<file path="src/rtl/traffic_conflict_monitor.sv">
// Safety stage between the traffic light controller and the lamp drivers:
// passes legal lamp codes through one cycle late, latches a flashing-red fault on unsafe sequences.
module traffic_conflict_monitor #(
    parameter int unsigned FILTER     = 4,
    parameter int unsigned FLASH_HALF = 500_000
) (
    input  logic       clk,
    input  logic       rst,
    input  logic [2:0] main_road,
    input  logic [2:0] side_road,
    input  logic       clear_fault,
    output logic [2:0] main_lamp,
    output logic [2:0] side_lamp,
    output logic       fault,
    output logic [1:0] fault_code
);

    localparam int unsigned VW = (FILTER > 1) ? $clog2(FILTER) : 1;
    localparam int unsigned FW = (FLASH_HALF > 1) ? $clog2(FLASH_HALF) : 1;

    localparam logic [2:0] RED  = 3'b100;
    localparam logic [2:0] YEL  = 3'b010;
    localparam logic [2:0] GRN  = 3'b001;
    localparam logic [2:0] DARK = 3'b000;

    localparam logic [1:0] CODE_NONE     = 2'b00;
    localparam logic [1:0] CODE_CONFLICT = 2'b01;
    localparam logic [1:0] CODE_INVALID  = 2'b10;
    localparam logic [1:0] CODE_SKIP     = 2'b11;

    typedef enum logic [1:0] {
        MONITOR,
        FAULT_ON,
        FAULT_OFF
    } state_t;

    state_t        state;
    logic [VW-1:0] viol_cnt;
    logic [FW-1:0] flash_cnt;
    logic [2:0]    prev_main;
    logic [2:0]    prev_side;

    logic main_ok, side_ok, conflict, invalid, violation, skip;

    always_comb begin
        main_ok   = main_road inside {RED, YEL, GRN};
        side_ok   = side_road inside {RED, YEL, GRN};
        conflict  = (main_road != RED) && (side_road != RED);
        invalid   = !main_ok || !side_ok;
        violation = conflict || invalid;
        skip      = ((prev_main == GRN) && (main_road == RED)) ||
                    ((prev_side == GRN) && (side_road == RED));
    end

    always_ff @(posedge clk) begin
        if (!rst) begin
            state      <= MONITOR;
            main_lamp  <= RED;
            side_lamp  <= RED;
            fault      <= 1'b0;
            fault_code <= CODE_NONE;
            viol_cnt   <= '0;
            flash_cnt  <= '0;
            prev_main  <= RED;
            prev_side  <= RED;
        end else begin
            case (state)
                MONITOR: begin
                    prev_main <= main_road;
                    prev_side <= side_road;
                    if (skip) begin
                        state      <= FAULT_ON;
                        fault      <= 1'b1;
                        fault_code <= CODE_SKIP;
                        main_lamp  <= RED;
                        side_lamp  <= RED;
                        viol_cnt   <= '0;
                        flash_cnt  <= '0;
                    end else if (violation) begin
                        main_lamp <= RED;
                        side_lamp <= RED;
                        // Counter holds the violations already seen, so the FILTER-th trips here.
                        if (viol_cnt == VW'(FILTER - 1)) begin
                            state      <= FAULT_ON;
                            fault      <= 1'b1;
                            fault_code <= conflict ? CODE_CONFLICT : CODE_INVALID;
                            viol_cnt   <= '0;
                            flash_cnt  <= '0;
                        end else begin
                            viol_cnt <= viol_cnt + VW'(1);
                        end
                    end else begin
                        main_lamp <= main_road;
                        side_lamp <= side_road;
                        viol_cnt  <= '0;
                    end
                end
                FAULT_ON, FAULT_OFF: begin
                    if (clear_fault && !violation && !skip) begin
                        state      <= MONITOR;
                        main_lamp  <= main_road;
                        side_lamp  <= side_road;
                        fault      <= 1'b0;
                        fault_code <= CODE_NONE;
                        viol_cnt   <= '0;
                        flash_cnt  <= '0;
                        prev_main  <= main_road;
                        prev_side  <= side_road;
                    end else if (flash_cnt == FW'(FLASH_HALF - 1)) begin
                        flash_cnt <= '0;
                        if (state == FAULT_ON) begin
                            state     <= FAULT_OFF;
                            main_lamp <= DARK;
                            side_lamp <= DARK;
                        end else begin
                            state     <= FAULT_ON;
                            main_lamp <= RED;
                            side_lamp <= RED;
                        end
                    end else begin
                        flash_cnt <= flash_cnt + FW'(1);
                    end
                end
                default: state <= MONITOR;
            endcase
        end
    end

endmodule

</file>
<file path="config.mk">
export PLATFORM = sky130hd
export DESIGN_NAME = traffic_conflict_monitor
export DESIGN_NICKNAME = d
export VERILOG_FILES = /design/src/rtl/traffic_conflict_monitor.sv
export SDC_FILE = /design/constraint.sdc
export NUM_CORES = 1
export LEC_CHECK = 0
export CAP_MARGIN = 20
export CORE_UTILIZATION = 40
export CTS_BUF_LIST = sky130_fd_sc_hd__clkbuf_4
export DETAILED_ROUTE_END_ITERATION = 8
export HOLD_SLACK_MARGIN = 0.15
export PLACE_DENSITY = 0.71
export SYNTH_ARGS = -nofsm -noshare
export SYNTH_HDL_FRONTEND = slang
export SYNTH_SLANG_ARGS = --single-unit
</file>
<file path="constraint.sdc">
create_clock -name clk -period 2.3 [get_ports clk]
set_input_delay 0.46 -clock clk [delete_from_list [all_inputs] [get_ports clk]]
set_output_delay 0.46 -clock clk [all_outputs]
set_load 0.01 [all_outputs]
</file>
==> flow_summary.yaml <==
run_status:
  status: "finished, final reports clean"
critical_path:
  critPathMaxStageDelay_ps: 390
  cp_cell_sequence: "dlygate4sd2_1, buf_4, inv_2, or4_4, o21ai_2, o41a_1, buf_4, buf_16, buf_4, or3_1, a211oi_2"
  crit_path_start_kind: "input pin"
  rrSetupSlack_ps: 140
  critPathArrivalTime_ps: 2510
  worstPathMaxFanout: 8
  slowest_stage: "o41a_1"
  critPathRequiredTime_ps: 2590
  crit_path_frequent_cell: "buf_4"
  reg2reg_depth: 6
  crit_type: "in -> reg"
  critPathCaptureType: "register"
synth:
  synth_edf_count: 0
  synth_most_common_cell: "dfxtp_1"
  synth.net_count: 248
  avgSynthCellArea_sq_um: 8.67
  synth-main-ff-cell: "dfxtp_1"
  synthCells: 234
  synthTopCellsByCount: "38 x dfxtp_1, 27 x nand2_1, 15 x a211oi_1, 11 x o21ai_0, 10 x or4_1"
  ys_async_sr_fraction_pct: 0
  synthesis.area_sq_um: 2030
  synth_seq_area_share_pct: 37.5
  synth_area_leaders: "dfxtp_1 38%, a211oi_1 5.6%, nand2_1 5.0%"
  synth-seq-cells: 38
  synth_top_area_share_pct: 37.5
  yosysUniqueCellTypes: 48
  ys.warnings.count: 0
  synth_top_area_cell: "dfxtp_1"
layout:
  fillCellCount: 443
  area_growth_pct: 29.9
  stdcell_area_sq_um: 2640
  diodes: 0
  regArea_sq_um: 762
  drive_gt1_share_pct: 23.9
  layout.nets: 293
  instances_no_fill: 347
  multi_input_area_sq_um: 1250
floorplan:
  num_rows: 25
  initial_core_util_pct: 42.4
  die_h_microns: 73.2
  die_w_microns: 73.2
  die_area_sq_um: 5360
  io_pins: 18
  fp.coreArea_sq_um: 4790
power:
  peakVddDrop_mv: 0.611
  fin_total_pwr_mw: 2.42
  cellPowerDensity_nw_per_um2: 918
  p_leak_nw: 0.898
cts:
  cts_tree: "built"
  cts.sinks: 38
  cts_buffer_depth: 2
  ctsHtreeMaxLevel: 2
  numCtsBuffers: 5
  cts.clk_slew.worst_paths_ps: 130
  root_buffer: "clkbuf_4"
  clk_latency_ps: 360
route:
  detail-route-antenna-nets: 0
  routed_wl_microns: 5170
  vias_per_cell: 5.78
  routedWlPerCell_microns: 14.9
  num_vias: 2005
  drt_iter0_markers: 119
  firstDrtPassIters: 5
  post-route-drc-count: 0
global_routing:
  overflow: 0
  grt_pass1_vias: 1825
  grt_max_degree: 23
  grtUsageTotal_pct: 21.0
  grt_pass1_wl_microns: 8700
  grt_antenna_before_repair: 0
sta:
  setup_ws_ps: 74.1
  max_slew_margin_pct: 48.4
  worst_pin_slew_ps: 773
  skew_ps: 12.7
  setup_viol: 0
  finalHoldViolations: 0
  period_share_pct: 96.8
  rsz0062_at_grt: "false"
  final.min_clock_period_ps: 2230
  drv_slew: 0
  max_freq_mhz: 449
placed_design:
  port_buffers: 17
  dp_slack_ps: -519
  placed_area_sq_um: 2460
  place_inst: 335
  dp_hpwl_microns: 3600
  place.gp.congestion: 0.835
run:
  maxCapViolCount: 0
hold_path:
  holdPathStages: 2
  hp-class: "in -> reg"
## worst paths after layout
path / from / endpoint
worst max register to register: flash_cnt[10] / state[0]
worst max-delay path: side_road[2] / flash_cnt[18]
worst min register to register: fault / fault
worst min-delay path: side_road[0] / side_lamp[0]
## metrics by stage
step                      utilization [%]  hold WS [ps]  TNS, ps
after detailed placement             51.5           462   -15030
final                                55.1           450        0
after floorplan                         -           433        0
after global routing                 55.1           454        0
after CTS                            54.4           481        0
after global placement               51.5           446   -12680
## layout make-up
| class | count | area share, % |
|---|---|---|
| clock inverter | 3 | 0.617 |
| inverter | 8 | 1.14 |
| tap | 67 | 3.18 |
| timing repair buffer | 51 | 17.1 |
| clock buffer | 5 | 1.42 |
| multi-input combinational | 175 | 47.6 |
| sequential | 38 | 28.9 |
## cell usage in the layout (no fill, tap or decap), types with 6 or more instances in the layout
master           instances
or4_1                    8
or3_1                    8
clkdlybuf4s50_1         11
inv_1                    7
nand2_1                 27
nor2_1                   7
a32o_1                   6
buf_4                   31
dfxtp_1                 37
a211oi_1                12
nand3_1                  7
o31ai_1                  9
nand4_1                  7
a21oi_1                  7
o21ai_0                 11
## repair_timing
item,CTS,global route
resized for setup,13,22
pin swaps,3,4
hold endpoints to repair,0,0
buffers inserted,2,0
gates cloned,2,0
setup endpoints to repair,21,17
hold buffers,0,0
## state kept, by name (all words and copies together) (netlist names)
register,count
main_lamp,3
flash_cnt,19
prev_side,3
fault,1
viol_cnt,2
side_lamp,3
state,2
prev_main,3
fault_code,2
## per-layer routing
metal	vias up	share of wire [%]	GRT usage, %
met5	-	0	0
met4	0	2.8	8.50
met3	14	4.3	4.56
met2	51	47	34.3
met1	938	46	26.8
li1	1002	-	-
## power breakdown
group	internal (mW)	total (mW)	switching [mW]
clock	0.114	0.347	0.234
combinational	0.622	1.26	0.634
sequential	0.756	0.817	0.0610
total	1.49	2.42	0.929
## critical path, delay by kind of cell
| family | cells | cell delay (ps) |
|---|---|---|
| buffers and inverters | 6 | 920 |
| and+or+nand+nor | 2 | 480 |
| AOI/OAI and AO/OA | 3 | 660 |
## cell families (layout without fill, tap and decap cells)
| kind of cell | after synthesis | count (layout) | share of synthesized area [%] |
|---|---|---|---|
| flops | 38 | 38 | 37.5 |
| mux | 5 | 5 | 2.47 |
| fa+ha+maj | 5 | 5 | 3.08 |
| xor+xnor | 1 | 1 | 0.432 |
| buf+inv | 21 | 67 | 4.26 |
| simple gates | 93 | 93 | 26.7 |
| compound gates | 71 | 71 | 25.6 |
Power figures use the tool's default switching activity.
